===== src/rtl/mmm_pkg.sv =====
// Shared front-end types and constants for the i-cache request path.
package mmm_pkg;

  localparam int XLEN         = 32;
  localparam int NUM_IC_REQ   = 2;
  localparam int IC_REQ_IDX_W = 1;

  typedef struct packed {
    logic [XLEN-1:0] instr;
    logic            fault;
  } icache_out_t;

  typedef enum logic [1:0] {
    IDLE = 2'd0,
    ADDR = 2'd1,
    WAIT = 2'd2
  } icache_arb_state_t;

endpackage


===== src/rtl/rr_arbiter_2.sv =====
// Two-way combinational grant: round-robin on last_i, or fixed priority to
// requester 0 when ICACHE_ARB_FIXED_PRIO_EN is defined.
module rr_arbiter_2 (
  input  logic [1:0] req_valid_i,
`ifndef ICACHE_ARB_FIXED_PRIO_EN
  input  logic       last_i,
`endif
  output logic [1:0] grant_o,
  output logic       grant_idx_o,
  output logic       grant_any_o
);

  always_comb begin
    grant_any_o = |req_valid_i;
`ifdef ICACHE_ARB_FIXED_PRIO_EN
    grant_idx_o = ~req_valid_i[0];
`else
    // Under contention the requester that did not win last time goes next.
    if (&req_valid_i) grant_idx_o = ~last_i;
    else              grant_idx_o = req_valid_i[1];
`endif
    grant_o = 2'b00;
    if (grant_any_o) grant_o = grant_idx_o ? 2'b10 : 2'b01;
  end

endmodule


===== src/rtl/icache_arbiter.sv =====
// Shares one i-cache port between fetch (0) and the prefetcher (1); a flush
// kills the in-flight transaction and its response is drained silently.
// Build option: ICACHE_ARB_FIXED_PRIO_EN gives fetch fixed priority.
module icache_arbiter
  import mmm_pkg::*;
(
  input  logic                             clk_i,
  input  logic                             rst_n_i,
  input  logic                             flush_i,
  input  logic [NUM_IC_REQ-1:0][XLEN-1:0]  req_addr_i,
  input  logic [NUM_IC_REQ-1:0]            req_valid_i,
  output logic [NUM_IC_REQ-1:0]            req_ready_o,
  output icache_out_t                      rsp_data_o,
  output logic [NUM_IC_REQ-1:0]            rsp_valid_o,
  input  logic [NUM_IC_REQ-1:0]            rsp_ready_i,
  output logic [XLEN-1:0]                  addr_o,
  output logic                             addr_valid_o,
  input  logic                             addr_ready_i,
  input  icache_out_t                      data_i,
  input  logic                             data_valid_i,
  output logic                             data_ready_o
);

  icache_arb_state_t       state_q, state_d;
  logic                    killed_q, killed_d;
  logic [XLEN-1:0]         addr_q, addr_d;
  logic [IC_REQ_IDX_W-1:0] owner_q, owner_d;

  logic [NUM_IC_REQ-1:0]   grant;
  logic                    grant_idx;
  logic                    grant_any;

`ifndef ICACHE_ARB_FIXED_PRIO_EN
  logic                    last_q, last_d;
`endif

  rr_arbiter_2 u_arb (
    .req_valid_i (req_valid_i),
`ifndef ICACHE_ARB_FIXED_PRIO_EN
    .last_i      (last_q),
`endif
    .grant_o     (grant),
    .grant_idx_o (grant_idx),
    .grant_any_o (grant_any)
  );

  always_ff @(posedge clk_i or negedge rst_n_i) begin
    if (!rst_n_i) begin
      state_q  <= IDLE;
      killed_q <= 1'b0;
      addr_q   <= '0;
      owner_q  <= '0;
`ifndef ICACHE_ARB_FIXED_PRIO_EN
      last_q   <= 1'b1;
`endif
    end else begin
      state_q  <= state_d;
      killed_q <= killed_d;
      addr_q   <= addr_d;
      owner_q  <= owner_d;
`ifndef ICACHE_ARB_FIXED_PRIO_EN
      last_q   <= last_d;
`endif
    end
  end

  assign addr_o     = addr_q;
  assign rsp_data_o = data_i;

  always_comb begin
    state_d      = state_q;
    killed_d     = killed_q;
    addr_d       = addr_q;
    owner_d      = owner_q;
`ifndef ICACHE_ARB_FIXED_PRIO_EN
    last_d       = last_q;
`endif
    req_ready_o  = '0;
    addr_valid_o = 1'b0;
    rsp_valid_o  = '0;
    data_ready_o = 1'b0;

    unique case (state_q)
      IDLE: begin
        if (grant_any && !flush_i) begin
          req_ready_o = grant;
          addr_d      = req_addr_i[grant_idx];
          owner_d     = grant_idx;
`ifndef ICACHE_ARB_FIXED_PRIO_EN
          last_d      = grant_idx;
`endif
          state_d     = ADDR;
        end
      end

      ADDR: begin
        // The cache already saw this address, so a flush only marks it dead.
        addr_valid_o = 1'b1;
        if (flush_i)      killed_d = 1'b1;
        if (addr_ready_i) state_d  = WAIT;
      end

      WAIT: begin
        if (killed_q || flush_i) begin
          data_ready_o = 1'b1;
          if (data_valid_i) begin
            killed_d = 1'b0;
            state_d  = IDLE;
          end else begin
            killed_d = 1'b1;
          end
        end else begin
          rsp_valid_o[owner_q] = data_valid_i;
          data_ready_o         = rsp_ready_i[owner_q];
          if (data_valid_i && rsp_ready_i[owner_q]) state_d = IDLE;
        end
      end

      default: begin
        state_d  = IDLE;
        killed_d = 1'b0;
      end
    endcase
  end

endmodule


===== config.mk =====
export PLATFORM = sky130hd
export DESIGN_NAME = icache_arbiter
export DESIGN_NICKNAME = d
export VERILOG_FILES = /design/src/rtl/mmm_pkg.sv /design/src/rtl/rr_arbiter_2.sv /design/src/rtl/icache_arbiter.sv
export SDC_FILE = /design/constraint.sdc
export NUM_CORES = 1
export LEC_CHECK = 0
export ABC_AREA = 0
export CAP_MARGIN = 15
export CELL_PAD_IN_SITES_DETAIL_PLACEMENT = 1
export CELL_PAD_IN_SITES_GLOBAL_PLACEMENT = 2
export CORE_ASPECT_RATIO = 0.7
export CORE_MARGIN = 1
export CORE_UTILIZATION = 18
export DETAILED_ROUTE_END_ITERATION = 10
export HOLD_SLACK_MARGIN = 0.15
export PLACE_DENSITY = 0.92
export SLEW_MARGIN = 20
export SYNTH_ARGS = -nofsm -noshare
export SYNTH_HDL_FRONTEND = slang
export SYNTH_SLANG_ARGS = --single-unit

===== constraint.sdc =====
create_clock -name clk_i -period 3.22 [get_ports clk_i]
set_input_delay 0.966 -clock clk_i [delete_from_list [all_inputs] [get_ports clk_i]]
set_output_delay 0.966 -clock clk_i [all_outputs]
set_load 0.02 [all_outputs]

==> flow_metrics.env <==
export IMPL_syn_num_nets=290
export IMPL_slew_violations=0
export IMPL_synthCells=181
export IMPL_grt_max_degree=38
export IMPL_clock_sinks=37
export IMPL_peakVddDrop_v=0.000227
export IMPL_fillers=1232
export IMPL_start_kind="input port"
export IMPL_die_w_um=129
export IMPL_path_max_fanout=3
export IMPL_die_h_um=90.9
export IMPL_worstReg2RegEnd="addr_o[13]"
export IMPL_fp_row_count=32
export IMPL_reg2reg_depth=7
export IMPL_sw_frac_of_total_pct=35.8
export IMPL_viasPerCell=4.09
export IMPL_yosysSeqAreaShare_pct=45.6
export IMPL_cts_root_buf="clkbuf_16"
export IMPL_layout_drive_gt1_share_pct=9.16
export IMPL_synth_area_leaders="dfrtp_1 44%, a221o_1 16%, buf_4 14%"
export IMPL_grt_pass1_wl_um=10200
export IMPL_post_dp_hpwl_um=4550
export IMPL_wl_per_cell_um=15.1
export IMPL_dr_pass1_iters=4
export IMPL_end_kind="output pin"
export IMPL_cts_tree="yes"
export IMPL_cp_data_arrival_time_ns=2.12
export IMPL_seq_area_um2=927
export IMPL_synth_cell_types=25
export IMPL_crit_start="req_valid_i[0]"
export IMPL_combPwrFrac_pct=51.7
export IMPL_fin_crit_ns=3.09
export IMPL_setup_violations_final=0
export IMPL_synth_ff_latch_count=37
export IMPL_path_class="in -> out"
export IMPL_post_cts_buffers=0
export IMPL_avgSynthCellArea_um2=11.2
export IMPL_post_route_period_util_pct=95.9
export IMPL_path_buf_inv=2
export IMPL_dr_total_vias=1699
export IMPL_place_ws_ns=-0.348
export IMPL_cp_top_family="buffers and inverters"
export IMPL_slew_headroom_pct=41.0
export IMPL_stdcell_count=415
export IMPL_die_area_um2=11700
export IMPL_io_buffer_count=110
export IMPL_multi_input_area_um2=763
export IMPL_cts_htree_levels=2
export IMPL_gp_congestion=0.733
export IMPL_wirelength_um=6290
export IMPL_num_nets_final=371
export IMPL_start_util_pct=18.5
export IMPL_hp_start="last_q"
export IMPL_timing_final_ws_setup_ns=0.132
export IMPL_core_area_um2=11000
export IMPL_io_pins=177
export IMPL_syn2layout_area_growth_pct=56.7
export IMPL_cts_reportedPaths_clkPinSlew_ns=0.05
export IMPL_grt_ovfl_total=0
export IMPL_cp_cell_sequence="clkdlybuf4s50_1 > nand2_1 > a21oi_4 > dlygate4sd2_1"
export IMPL_p_sw_uw=955
export IMPL_critPathRequiredTime_ns=2.25
export IMPL_outcome="finished, final reports clean"
export IMPL_synth_top_area_cell="dfrtp_1"
export IMPL_clock_path_buffers=2
export IMPL_groute_usage_overall_pct=11.3
export IMPL_p_leak_uw=0.00133
export IMPL_holdCritPathClass="reg -> reg"
export IMPL_synth_top_area_share_pct=44.3
export IMPL_critPathMaxStageDelay_ns=0.55
export IMPL_cts_buffers=5
export IMPL_clkPwrFrac_pct=18.3
export IMPL_whs_path_depth=2
export IMPL_ant_nets=0
export IMPL_hold_end="last_q"
export IMPL_grt_pass1_vias=1944
export IMPL_insertedDiodeCount=0
export IMPL_place_inst=408
export IMPL_power_density_nw_per_um2=837
export IMPL_p_int_uw=1710
export IMPL_slowest_stage="clkdlybuf4s50_1"
export IMPL_drt_iter0_drc=36
export IMPL_clock_latency_ns=0.28
export IMPL_regToRegStartpoint="state_q[0]"
export IMPL_finalSetupTns_ns=0
export IMPL_seq_power_share_pct=30.0
export IMPL_hold_viol=0
export IMPL_synth_area_um2=2030
export IMPL_worst_pin_slew_ns=0.885
export IMPL_cap_violations=0
export IMPL_rsz0062_at_grt="no"
export IMPL_synth_warnings=0
export IMPL_antenna_found_initial=0
export IMPL_drc=0
export IMPL_regToRegSetupSlack_ns=1.31
export IMPL_fmax_mhz=324
export IMPL_clock_skew_ns=0.00425
## cell usage in the layout (no fill, tap or decap)
cell / instances
clkinvlp_4: 1
a221o_1: 32
o22ai_1: 1
nand3b_1: 1
clkdlybuf4s50_1: 103
nand2b_1: 1
dfrtp_1: 36
clkdlybuf4s15_2: 2
nand2_1: 5
and2_1: 1
a21oi_4: 2
dlygate4sd2_1: 2
dfstp_2: 1
nor2b_4: 1
o21ai_0: 2
a21boi_0: 1
clkbuf_8: 1
and3_1: 1
clkbuf_16: 5
nor2_2: 1
mux2_2: 1
o41ai_1: 1
ha_1: 3
nor2b_1: 32
o211ai_1: 1
mux2i_1: 2
buf_4: 6
buf_2: 1
clkbuf_2: 1
dlymetal6s2s_1: 1
and2b_4: 1
inv_1: 5
nor2_1: 7
## sequential cells by signal (all words and copies together) (netlist names)
signal    cells
addr_o       32
state_q       2
killed_q      1
last_q        1
owner_q       1
## worst min-delay path: cells and delay by family (launching register included)
kind / cells / cell delay, ns
and+or+nand+nor: 2 / 0.15
DFF: 1 / 0.39
## power by group through the flow
stage	logic (uW)	clock network (uW)	registers, uW
5_1_grt	1500	531	833
6_report	1380	487	800
3_5_place_dp	1410	0	801
2_1_floorplan	614	0	1020
4_1_cts	1410	517	803
3_3_place_gp	1370	0	797
## synthesized netlist by cell type (all sizes together)
cell	count
a21boi	1
a21oi	2
a221o	32
and2	1
and2b	1
and3	1
buf	42
dfrtp	36
dfstp	1
ha	3
inv	5
mux2	1
mux2i	2
nand2	5
nand2b	1
nand3b	1
nor2	8
nor2b	33
o211ai	1
o21ai	2
o22ai	1
o41ai	1
## cells by family after synthesis
| group | share of synthesized area, % |
|---|---|
| AOI/OAI and AO/OA | 19.0 |
| adders and majority gates | 1.85 |
| buffers and inverters | 17.4 |
| and+or+nand+nor | 14.7 |
| DFF | 45.6 |
| muxes | 1.54 |
## worst max-delay path by stage
stage | end | cells past startpoint
2_1_floorplan | rsp_valid_o[0] | 4
3_3_place_gp | rsp_valid_o[1] | 5
5_1_grt | req_ready_o[0] | 4
3_5_place_dp | rsp_valid_o[1] | 5
4_1_cts | req_ready_o[1] | 5
6_report | req_ready_o[0] | 4
## metal layers
metal	wire length (um)	vias to the layer above	GRT usage, %
li1	-	773	-
met1	2760	840	13.3
met3	554	11	4.80
met2	2940	75	19.2
met4	38	0	2.25
met5	0	-	0
## what timing repair did
| action | CTS | global route |
|---|---|---|
| pin swaps | 0 | 0 |
| setup endpoints to repair | 5 | 5 |
| hold buffers | 0 | 0 |
| gates resized for setup | 11 | 2 |
| cloned | 0 | 0 |
## area by class of cell
class	count	share of cell area [%]
clock buffer	6	4.36
clock inverter	1	0.236
inverter	5	0.589
multi-input combinational	97	24.0
sequential	37	29.1
tap	153	6.01
timing repair buffer	116	35.7
## per-stage QoR
stage	power (uW)	hold slack (ns)	util (%)	cell area [um2]
global placement	2160	0.503	27.6	3040
CTS	2730	0.537	29.0	3190
detailed placement	2210	0.513	27.6	3040
global route	2860	0.564	28.9	3190
floorplan	1630	0.470	-	2030
finish	2670	0.533	28.9	3190
Power figures use the tool's default switching activity.
==> RTL edit: new RTL, same flow settings <==
Build with the macro `ICACHE_ARB_FIXED_PRIO_EN` defined.
--- a/src/rtl/rr_arbiter_2.sv
+++ b/src/rtl/rr_arbiter_2.sv
@@ -1,5 +1,7 @@
 // Two-way combinational grant: round-robin on last_i, or fixed priority to
 // requester 0 when ICACHE_ARB_FIXED_PRIO_EN is defined.
+`define ICACHE_ARB_FIXED_PRIO_EN
+
 module rr_arbiter_2 (
   input  logic [1:0] req_valid_i,
 `ifndef ICACHE_ARB_FIXED_PRIO_EN
Function: changed (Yosys sat finds a counterexample within 4 cycles, from zero or initial values and one cycle with rst_n_i low).
==> RTL edit against the original RTL <==
- sequential cell count fell by 1
- via count grew 1.8%
- worst setup slack lost 82 ps
- clock skew decreased by 2.2 ps
- final cell count up 5.5%
- hold slack worse by 21 ps
- final area rose by 0.94%
- wire length is 4.9% lower
- area after synthesis rose by 3.9%
- critical path depth increased by 1
- total power shrank 3.1%
==> RTL edit: results (changes against the original RTL) <==
initial detailed-routing violation count=21 (-42%); maximum number of pins on one net before global-route repair=66 (+74%); Net Count, Synth=317 (+9.3%); total instance count after detailed placement=430 (+5.4%); final std cells w/o fill=438 (+5.5%); total global routing track utilization=10.2% (-1.1 points); dpl cell area=3090 um2 (+1.6%); path depth of the worst reg2reg path=6 (-1); Max IR drop VDD=0.264 mV (+16%); crit path capture=data_ready_o; global routing met1 resource utilization=10.9% (-2.4 points); proportion of synthesized flip-flops having asynchronous set or reset=100% (unchanged); antenna violations before repair=0 (unchanged); reg2reg end=addr_o[27]$_DFFE_PN0P_; area share of the largest cell type after synthesis=42.6% (-1.7 points); length of the first detailed-routing pass in iterations=2 (-2); Worst R2R Start=state_q[1]$_DFFE_PN0P_; number of vias after detailed routing=1730 (+1.8%); most common library cells after synthesis=nor2_1 (37), buf_4 (36), dfrtp_1 (36), mux2i_1 (34), a21oi_2 (17); CTS Root Buffer Type=clkbuf_16; number of H-tree levels=2 (unchanged); Max Buffers Root-to-Sink=2 (unchanged); wire length of the first global-routing pass=9760 um (-4.6%); number of global-route vias before repair=1895 (-2.5%); result of the run=finished, final reports clean; Crit Path Max Fanout=3 (unchanged); post-placement worst setup slack=-371 ps (-22.7 ps); worst min-delay path category=flop to flop; routability-driven placement congestion ratio=0.706 (-3.7%); Yosys warning total=0 (unchanged); R2R setup slack=1210 ps (-100 ps); count of filler cells inserted in the layout=1277 (+3.7%); number of enable flip-flop cells after synthesis=0 (unchanged); worst slew margin relative to its limit=43.9% (+2.9 points); final-stage net count=394 (+6.2%); IO Port Bufs=110 (unchanged); Arrival @ worst endpoint=2200 ps (+80 ps); clock latency of the later-clocked register in the worst-skew pair=around 270 ps; count of unique library cells instantiated by Yosys=24 (-4.0%); proportion of layout cells with a drive suffix above 1=12.3% (+3.1 points); final setup skew=2.04 ps (-2.21 ps); Total Routed Length=5980 um (-4.9%); leakage component of the power=1.34 nW (+1.3%); Syn Inst Count=208 (+15%); routing usage on met2=18.9% (-0.32 points); Post-Route Hold Slack=512 ps (-21.4 ps); Antenna Diode Count=0 (unchanged); half-perimeter wire length after detailed placement=4530 um (-0.38%); clock buffers created by TritonCTS=5 (unchanged); cells taking the most area after synthesis=dfrtp_1 (43%), mux2i_1 (16%), buf_4 (13%), a21oi_2 (7.0%), nor2_1 (6.6%); met3 capacity usage during global routing=4.27% (-0.53 points); sequential share of the synthesized area=42.6% (-3.0 points); beginning of the critical path=flush_i; Largest register FFs=32 (unchanged); Worst-path clk slew=50 ps (about the same)
## RTL edit: cell types whose count changed after synthesis, moves of 2 or more
| cell | change |
|---|---|
| nor2_1 | +29 |
| a21oi_2 | +16 |
| buf_2 | +4 |
| nor2b_1 | -31 |
| a221o_1 | -32 |
| nand2_1 | -2 |
| a21oi_1 | +15 |
| mux2i_1 | +32 |
## RTL edit: power breakdown
group          switching [mW]  internal (mW)  total (mW)
Combinational           0.695          0.639        1.33
Sequential              0.119          0.673       0.792
Clock                   0.177          0.281       0.458
## RTL edit: repair_timing
action / CTS / global route
pin swaps: 0 / 1
setup buffers: 0 / 1
resized for setup: 13 / 2
setup endpoints to repair: 5 / 2
hold buffers: 0 / 0
## RTL edit: layer usage
layer / up-vias / share of wire (%)
li1: 820 / -
met1: 844 / 42
met2: 64 / 51
met3: 2 / 7.4
met4: 0 / 0.13
met5: - / 0
## RTL edit: worst min path at each step
stage	cells past startpoint	end	start
2_1_floorplan	2	killed_q$_DFFE_PN0P_	killed_q$_DFFE_PN0P_
3_3_place_gp	2	killed_q$_DFFE_PN0P_	killed_q$_DFFE_PN0P_
3_5_place_dp	2	addr_o[16]$_DFFE_PN0P_	addr_o[16]$_DFFE_PN0P_
4_1_cts	2	addr_o[16]$_DFFE_PN0P_	addr_o[16]$_DFFE_PN0P_
5_1_grt	2	addr_o[9]$_DFFE_PN0P_	addr_o[9]$_DFFE_PN0P_
6_report	2	addr_o[16]$_DFFE_PN0P_	addr_o[16]$_DFFE_PN0P_
## RTL edit: critical path, stage by stage
cell and delay, ps:
clkdlybuf4s50_1 520, nor2_2 60, buf_4 130, a21boi_0 150
dlygate4sd2_1 380
## RTL edit: cell families after synthesis
family	share of synthesized area, %
AO/OA/AOI/OAI	12.8
buffers and inverters	16.8
AND/OR/NAND/NOR	9.36
flip-flops	42.6
multiplexers	16.6
adder cells (fa/ha/maj)	1.78
## RTL edit: cell type report
| cell class | instances | area [um2] | area share, % |
|---|---|---|---|
| repair buffers | 114 | 1100 | 34.3 |
| flip-flops and latches | 36 | 901 | 28.0 |
| multi-input cells | 123 | 867 | 27.0 |
| well taps | 153 | 191 | 5.95 |
| clock buffers | 6 | 129 | 4.01 |
| inverters | 5 | 18.8 | 0.584 |
| clock inverters | 1 | 5.00 | 0.156 |
